## config.mk

```make
export PLATFORM = sky130hd
export DESIGN_NAME = apb_cfg_master_flat
export DESIGN_NICKNAME = d
export VERILOG_FILES = /design/src/rtl/apb_cfg_master_if.sv /design/src/rtl/apb_cfg_master.sv /design/src/flat_wrapper.sv
export SDC_FILE = /design/constraint.sdc
export NUM_CORES = 1
export LEC_CHECK = 0
export CORE_ASPECT_RATIO = 2
export CORE_MARGIN = 3
export CORE_UTILIZATION = 50
export DETAILED_ROUTE_END_ITERATION = 8
export HOLD_SLACK_MARGIN = 0.08
export PLACE_DENSITY = 0.75
export RECOVER_POWER = 25
export SYNTH_ARGS = -nofsm -noshare
export SYNTH_HDL_FRONTEND = slang
export SYNTH_SLANG_ARGS = --single-unit
```

## constraint.sdc

```tcl
create_clock -name clk -period 3.4 [get_ports clk]
set_input_delay 0.68 -clock clk [delete_from_list [all_inputs] [get_ports clk]]
set_output_delay 0.68 -clock clk [all_outputs]
set_load 0.03 [all_outputs]
```

## src/rtl/apb_cfg_master_if.sv

```systemverilog
// rtl/apb_cfg_master_if.sv - APB3 configuration bus signal bundle
interface apb_cfg_master_if;
    logic [31:0] paddr;
    logic        psel;
    logic        penable;
    logic        pwrite;
    logic [31:0] pwdata;
    logic        pready;
    logic [31:0] prdata;
    logic        pslverr;

    modport master (
        output paddr, psel, penable, pwrite, pwdata,
        input  pready, prdata, pslverr
    );

    modport slave (
        input  paddr, psel, penable, pwrite, pwdata,
        output pready, prdata, pslverr
    );
endinterface

```

## src/rtl/apb_cfg_master.sv

```systemverilog
// rtl/apb_cfg_master.sv - APB3 config initiator with command FIFO; ACCESS watchdog under APB_CFG_MASTER_TIMEOUT_EN
module apb_cfg_master #(
    parameter int CMD_DEPTH_LOG2 = 2,
    parameter int TIMEOUT_CYCLES = 64
) (
    input  logic             clk,
    input  logic             resetn,
    input  logic             cmd_valid,
    output logic             cmd_ready,
    input  logic             cmd_write,
    input  logic [31:0]      cmd_addr,
    input  logic [31:0]      cmd_wdata,
    output logic             rsp_valid,
    input  logic             rsp_ready,
    output logic [31:0]      rsp_rdata,
    output logic             rsp_err,
    apb_cfg_master_if.master m_apb,
    output logic             busy
);
    localparam int DEPTH = 1 << CMD_DEPTH_LOG2;
    localparam int PW    = CMD_DEPTH_LOG2 + 1;

    typedef enum logic [1:0] {IDLE, SETUP, ACCESS, RESP} state_t;

    state_t        state, state_n;
    logic [64:0]   fifo_mem [DEPTH];
    logic [PW-1:0] wr_ptr, rd_ptr;
    logic          full, empty, push, pop, done, abort, tmo_hit;
    logic [64:0]   head;
    logic [31:0]   paddr_q, pwdata_q;
    logic          pwrite_q;

    assign empty     = (wr_ptr == rd_ptr);
    assign full      = (wr_ptr[PW-2:0] == rd_ptr[PW-2:0]) && (wr_ptr[PW-1] != rd_ptr[PW-1]);
    assign cmd_ready = !full;
    assign push      = cmd_valid && !full;
    assign head      = fifo_mem[rd_ptr[PW-2:0]];

    assign m_apb.paddr   = paddr_q;
    assign m_apb.pwrite  = pwrite_q;
    assign m_apb.pwdata  = pwdata_q;
    assign m_apb.psel    = (state == SETUP) || (state == ACCESS);
    assign m_apb.penable = (state == ACCESS);
    assign rsp_valid     = (state == RESP);
    assign busy          = !empty || (state != IDLE);

`ifdef APB_CFG_MASTER_TIMEOUT_EN
    localparam int TW = $clog2(TIMEOUT_CYCLES + 1);

    logic [TW-1:0] tmo_cnt, tmo_cnt_inc;

    assign tmo_cnt_inc = tmo_cnt + 1'b1;
    assign tmo_hit     = (tmo_cnt_inc == TW'(TIMEOUT_CYCLES));

    always_ff @(posedge clk) begin
        if (!resetn || state == SETUP) begin
            tmo_cnt <= '0;
        end else if (state == ACCESS && !m_apb.pready) begin
            tmo_cnt <= tmo_cnt_inc;
        end
    end
`else
    // Watchdog compiled out: ACCESS waits for pready indefinitely.
    assign tmo_hit = (TIMEOUT_CYCLES < 0);
`endif

    always_ff @(posedge clk) begin
        if (!resetn) begin
            state <= IDLE;
        end else begin
            state <= state_n;
        end
    end

    always_comb begin
        state_n = state;
        pop     = 1'b0;
        done    = 1'b0;
        abort   = 1'b0;
        case (state)
            IDLE: begin
                if (!empty) begin
                    pop     = 1'b1;
                    state_n = SETUP;
                end
            end
            SETUP: state_n = ACCESS;
            ACCESS: begin
                // A completing pready wins over a watchdog expiry in the same cycle.
                if (m_apb.pready) begin
                    done    = 1'b1;
                    state_n = RESP;
                end else if (tmo_hit) begin
                    abort   = 1'b1;
                    state_n = RESP;
                end
            end
            RESP: begin
                if (rsp_ready) begin
                    state_n = IDLE;
                end
            end
            default: state_n = IDLE;
        endcase
    end

    always_ff @(posedge clk) begin
        if (push) begin
            fifo_mem[wr_ptr[PW-2:0]] <= {cmd_write, cmd_addr, cmd_wdata};
        end
    end

    always_ff @(posedge clk) begin
        if (!resetn) begin
            wr_ptr    <= '0;
            rd_ptr    <= '0;
            paddr_q   <= '0;
            pwdata_q  <= '0;
            pwrite_q  <= 1'b0;
            rsp_rdata <= '0;
            rsp_err   <= 1'b0;
        end else begin
            if (push) begin
                wr_ptr <= wr_ptr + 1'b1;
            end
            if (pop) begin
                rd_ptr   <= rd_ptr + 1'b1;
                pwrite_q <= head[64];
                paddr_q  <= head[63:32];
                pwdata_q <= head[31:0];
            end
            if (done) begin
                rsp_rdata <= pwrite_q ? 32'h0 : m_apb.prdata;
                rsp_err   <= m_apb.pslverr;
            end else if (abort) begin
                rsp_rdata <= 32'h0;
                rsp_err   <= 1'b1;
            end
        end
    end
endmodule

```

## src/flat_wrapper.sv

```systemverilog
// flat-port wrapper written by rule: the top's interface ports become plain ports
module apb_cfg_master_flat 
#(
    parameter int CMD_DEPTH_LOG2 = 2,
    parameter int TIMEOUT_CYCLES = 64
)
  (clk, resetn, cmd_valid, cmd_ready, cmd_write, cmd_addr, cmd_wdata, rsp_valid, rsp_ready, rsp_rdata, rsp_err, busy, m_apb_paddr, m_apb_psel, m_apb_penable, m_apb_pwrite, m_apb_pwdata, m_apb_pready, m_apb_prdata, m_apb_pslverr);
  apb_cfg_master_if m_apb_i ();
  input  logic clk;
  input  logic resetn;
  input  logic cmd_valid;
  output logic cmd_ready;
  input  logic cmd_write;
  input  logic [31:0] cmd_addr;
  input  logic [31:0] cmd_wdata;
  output logic rsp_valid;
  input  logic rsp_ready;
  output logic [31:0] rsp_rdata;
  output logic rsp_err;
  output logic busy;
  output wire logic [$bits(m_apb_i.paddr)-1:0] m_apb_paddr;
  output wire logic [$bits(m_apb_i.psel)-1:0] m_apb_psel;
  output wire logic [$bits(m_apb_i.penable)-1:0] m_apb_penable;
  output wire logic [$bits(m_apb_i.pwrite)-1:0] m_apb_pwrite;
  output wire logic [$bits(m_apb_i.pwdata)-1:0] m_apb_pwdata;
  input wire logic [$bits(m_apb_i.pready)-1:0] m_apb_pready;
  input wire logic [$bits(m_apb_i.prdata)-1:0] m_apb_prdata;
  input wire logic [$bits(m_apb_i.pslverr)-1:0] m_apb_pslverr;
  assign m_apb_paddr = m_apb_i.paddr;
  assign m_apb_psel = m_apb_i.psel;
  assign m_apb_penable = m_apb_i.penable;
  assign m_apb_pwrite = m_apb_i.pwrite;
  assign m_apb_pwdata = m_apb_i.pwdata;
  assign m_apb_i.pready = m_apb_pready;
  assign m_apb_i.prdata = m_apb_prdata;
  assign m_apb_i.pslverr = m_apb_pslverr;
  apb_cfg_master #(.CMD_DEPTH_LOG2(CMD_DEPTH_LOG2), .TIMEOUT_CYCLES(TIMEOUT_CYCLES)) u_core (.clk(clk), .resetn(resetn), .cmd_valid(cmd_valid), .cmd_ready(cmd_ready), .cmd_write(cmd_write), .cmd_addr(cmd_addr), .cmd_wdata(cmd_wdata), .rsp_valid(rsp_valid), .rsp_ready(rsp_ready), .rsp_rdata(rsp_rdata), .rsp_err(rsp_err), .m_apb(m_apb_i), .busy(busy));
endmodule
```

; ---- Word-level counts from Yosys, hierarchy flattened
; Memories as Yosys holds them, arrays and structs flattened. A register that Yosys moved wholly into a read port is not among the register bits.
; Cells that the tools add are included.
[op_classes]
add_sub_neg = 2
mul = 0
n_div = 0
order_cmp = 0
n_eq_ne = 9
shifts = 0
n_mux = 13
n_bitwise = 0
n_reduce_logical = 10
[ops]
columns = op, count
row1 = 2-to-1 mux 32 bit, 2
row2 = one-hot mux 2 bit (4 select lines), 1
row3 = 2-to-1 mux 1 bit, 7
row4 = adder 3 x 1 -> 3 bit (second input constant), 2
row5 = 2-to-1 mux 2 bit, 3
row6 = == test 2 bit (second input constant), 2
row7 = != test 2 x 1 -> 1 bit (second input constant), 2
row8 = == test 3 bit, 1
row9 = logical NOT 1 bit, 3
row10 = AND reduction 3 bit, 1
row11 = == test 2 x 1 -> 1 bit (second input constant), 1
row12 = == test 2 bit, 1
row13 = logical AND 1 bit, 2
row14 = logical NOT 2 bit, 1
row15 = logical OR 1 bit, 2
row16 = != test 2 bit (second input constant), 1
row17 = nonzero test 2 bit, 1
row18 = != test 1 bit, 1
[word_totals]
regBits = 41
latchBits = 0
ramBits = 260
romBits = 0
input_bits = 103
word_cells = 40
n_memories = 1
[memory_table]
columns = memory, words, word_bits, read_ports, rd_clocked_by_memory_dff, write_ports, line_no
row1 = u_core.fifo_mem, 4, 65, 1, 1, 1, apb_cfg_master.sv:26  ; logic [64:0] fifo_mem [DEPTH];

; ---- Longest topological paths before layout
[depth]
word_depth = 6
depth_mapped = 8

; ---- Worst setup path before layout
; Ideal clock, no wire load.
[synth_timing]
path_kind = reg2reg
from = register u_core.rd_ptr[0]
to = memory u_core.fifo_mem[0][0], enable pin
setup_time_ns = 0.430
arrival_ns = 2.524
required_ns = 2.970
slack_ns = 0.446
stages_incl_launch_ff = 5
period_less_slack_ns = 2.954
cell_sequence = dfxtp_1 > buf_2 > xor2_2 > o31a_1 > and2_1
[synth_via]
elab_chain_cells = 6
[synth_rtl]
columns = element, line_no
row1 = from (decl), apb_cfg_master.sv:27  ; logic [PW-1:0] wr_ptr, rd_ptr;
row2 = from (signal assigned), apb_cfg_master.sv:127  ; rd_ptr <= rd_ptr + 1'b1;
row3 = == test 2 bit, apb_cfg_master.sv:34  ; assign full = (wr_ptr[PW-2:0] == rd_ptr[PW-2:0]) && (wr_ptr[PW-1] != rd_ptr[PW-1]);
row4 = logical AND 1 bit, apb_cfg_master.sv:34
row5 = logical NOT 1 bit, apb_cfg_master.sv:36  ; assign push = cmd_valid && !full;
row6 = logical AND 1 bit, apb_cfg_master.sv:36
row7 = 2-to-1 mux 1 bit, apb_cfg_master.sv:108  ; if (push) begin
row8 = 2-to-1 mux 1 bit (implied by the code), apb_cfg_master.sv:109  ; fifo_mem[wr_ptr[PW-2:0]] <= {cmd_write, cmd_addr, cmd_wdata};
row9 = to (decl), apb_cfg_master.sv:26
; Every way passes these cells.

; ---- Worst setup path after layout
[layout_timing]
from = register u_core.rd_ptr[0]
to = output busy
[layout_via]
elab_chain_cells = 3
[layout_rtl]
columns = element, line_no
row1 = == test 3 bit, apb_cfg_master.sv:33  ; assign empty = (wr_ptr == rd_ptr);
row2 = logical NOT 1 bit, apb_cfg_master.sv:45  ; assign busy = !empty || (state != IDLE);
row3 = logical OR 1 bit, apb_cfg_master.sv:45
row4 = to (decl), flat_wrapper.sv:20  ; output logic busy;
; Every way passes these cells.

==> metrics.cfg <==
[status]
status = finished, final reports clean

[logic_synthesis]
synth_ff_type = edfxtp_1
syn_nets = 948
async_flop_share_pct = 0
netlist_area_um2 = 13500
synthCells = 837
ys_types = 32
ys_seq_elements = 366
avgSynthCellArea_um2 = 16.1
synth_edf_count = 260
synth_warnings = 0
seq_area_frac_synth_pct = 73.6

[pwr]
pwr-share-comb_pct = 29.8
p_sw_share_pct = 31.2
pwr-share-seq_pct = 44.9
vdd_drop_max_mv = 0.588
finalPower_w = 0.0127
pwr-share-clk_pct = 25.3
power_density_nw_per_um2 = 754
p_sw_w = 0.00395
p_leak_nw = 5.48
p_int_w = 0.00871

[worst_hold_path]
hp-class = reg -> reg

[sta]
setup_slack_ps = 330
relSlewSlack_pct = 28.3
fin_tns_setup_ps = 0
final-max-slew-violation-count = 0
hold_viol = 0
fmax_ghz = 0.326
finClkSkew_ps = 10.1
grt_setup_unrepaired = no
worst_slew_pin_slew_ps = 1070
setup_viol = 0
period_minus_slack_ps = 3070
period_share_pct = 90.3

[cells_and_area]
fin_cells = 1397
area_growth_pct = 24.4
fin_util_pct = 63.4
fin_nets = 1139
drive_gt1_share_pct = 12.6

[clock_network]
hold_buffers = 0
cts_resized = 0
root_buffer = clkbuf_16
clkTransAtPathRegs_ps = 70
cts_max_level = 1
clkLatencyLatePin_ps = 550
cts_tree = done
clock_sinks = 366
cts_made_buffers = 29
clk_path_buf_depth = 3
cts_setup_buffers = 0

[setup_path]
end_kind = primary output
cp-start-kind = flip-flop
cp.arrival_ps = 2390
required_ps = 2720
path_class = reg -> out
critPathMaxFanout = 22

[place]
hpwl_um = 16600
dp_worst_setup_slack_ps = 821
port_buffers = 205
placed_cells = 1341
place.gp.congestion = 0.726

[floorplan]
initial_utilization_pct = 50.9
die-height_um = 238
coreArea_um2 = 26500
die_area_um2 = 29100
io_pins = 206
rows = 84
die_w_um = 122

[global_route]
grt_first_pass_wirelength_um = 41600
use_met2_pct = 34.2
grt_use_total_pct = 18.6
grt_antenna_before_repair = 5
busiest_layer = met2
grt_overflow = 0
gr-usage-met1_pct = 21.2
grt_pass1_vias = 7628
grtUsageMet3_pct = 3.06
grt_max_degree = 136

[drt]
drt_iter0_markers = 499
finalWirelength_um = 27000
drc = 0
ant_nets = 0
via_per_inst = 5.38
first_pass_iters = 5
num_vias = 7511
drt-wirelength-per-cell_um = 19.4

[flow_run]
cap_violations = 0

==> synth_stat cells (3+ instances only) <==
library cell,number,area share (%)
buf_1,7,0.19
ha_1,8,0.74
clkbuf_1,31,0.86
buf_2,9,0.33
edfxtp_1,260,58
nor3b_1,32,1.8
nor2_1,35,0.97
o21ai_0,13,0.48
o21ai_1,54,2.0
a21oi_1,35,1.3
nand3_1,68,2.5
mux4_2,65,11
buf_4,11,0.61
inv_1,8,0.22
and2_1,3,0.14
nand2_1,72,2.0
dfxtp_1,106,16
==> area by class of cell <==
type	count	area, µm²
repair buffers	219	2220
clock buffers	36	762
well taps	344	430
flip-flops and latches	366	9940
fillers	1910	9700
inverters	8	31.3
diodes	3	7.51
clock inverters	17	139
multi-input cells	404	3260
==> power groups by stage <==
stage | clock network (W) | registers, W | logic, W
after global placement | 0 | 0.00576 | 0.00380
after floorplan | 0 | 0.00652 | 0.00171
after detailed placement | 0 | 0.00579 | 0.00383
final | 0.00320 | 0.00569 | 0.00377
after CTS | 0.00329 | 0.00570 | 0.00384
after global routing | 0.00345 | 0.00575 | 0.00403
==> registers in the layout, summed over array words and instances, names as in the netlist <==
name and flops:
u_core.wr_ptr 3, u_core.state 2, u_core.rsp_err 1, u_core.rd_ptr 3, u_core.m_apb.pwrite 1, u_core.fifo_mem 260
u_core.rsp_rdata 32, u_core.m_apb.pwdata 32, u_core.m_apb.paddr 32
==> placed cells by master (no fill, tap or decap), drive strengths merged, types with 11 or more instances in the layout <==
master         netlist  final
a21oi               35     35
buf                 28     15
clkbuf              31     36
clkdlybuf4s50        0    157
clkinv               0     11
dfxtp              106    106
dlygate4sd3          0     47
edfxtp             260    260
mux4                65     65
nand2               72     72
nand3               68     68
nor2                35     35
nor3b               32     32
o21ai               67     67
==> cells by family (layout without fill, tap and decap cells) <==
group | after synthesis | after routing | share of synthesized area, %
other | 0 | 3 | 0
xor gates and xnor gates | 6 | 6 | 0.501
and+or+nand+nor | 216 | 216 | 7.68
adders and majority gates | 8 | 8 | 0.742
buffers and inverters | 67 | 280 | 2.31
DFF | 366 | 366 | 73.6
muxes | 66 | 66 | 10.9
AOI/OAI and AO/OA | 108 | 108 | 4.25
==> path summary, 6_finish.rpt <==
check / slack, ps / to / start / cells past startpoint
worst min register to register: 460 / u_core.m_apb.pwdata[7] / u_core.m_apb.pwdata[7] / 2
worst min-delay path: 460 / u_core.m_apb.pwdata[7] / u_core.m_apb.pwdata[7] / 2
worst max register to register: 1060 / u_core.fifo_mem[0][50] / u_core.rd_ptr[0] / 4
worst max-delay path: 330 / busy / u_core.rd_ptr[0] / 4
==> metrics by stage <==
| step | hold WS (ps) | instance area [µm²] |
|---|---|---|
| 3_5_place_dp | 449 | 15900 |
| 6_report | 456 | 16800 |
| 3_3_place_gp | 445 | 15900 |
| 2_1_floorplan | 468 | 13500 |
| 4_1_cts | 458 | 16800 |
| 5_1_grt | 476 | 16800 |
==> worst max-delay path, cell delays in order, from the launching register on <==
cell and delay, ps:
dfxtp_4 640, xor2_2 200, nor3_1 300, nand2_1 100, clkdlybuf4s50_1 600
==> per-layer routing <==
layer,wire length (µm),part of all wire [%]
met4,858,3.2
met5,13,0.048
met2,14600,54
met3,1570,5.8
met1,9990,37
No activity file was read; power rests on OpenSTA's default activity.
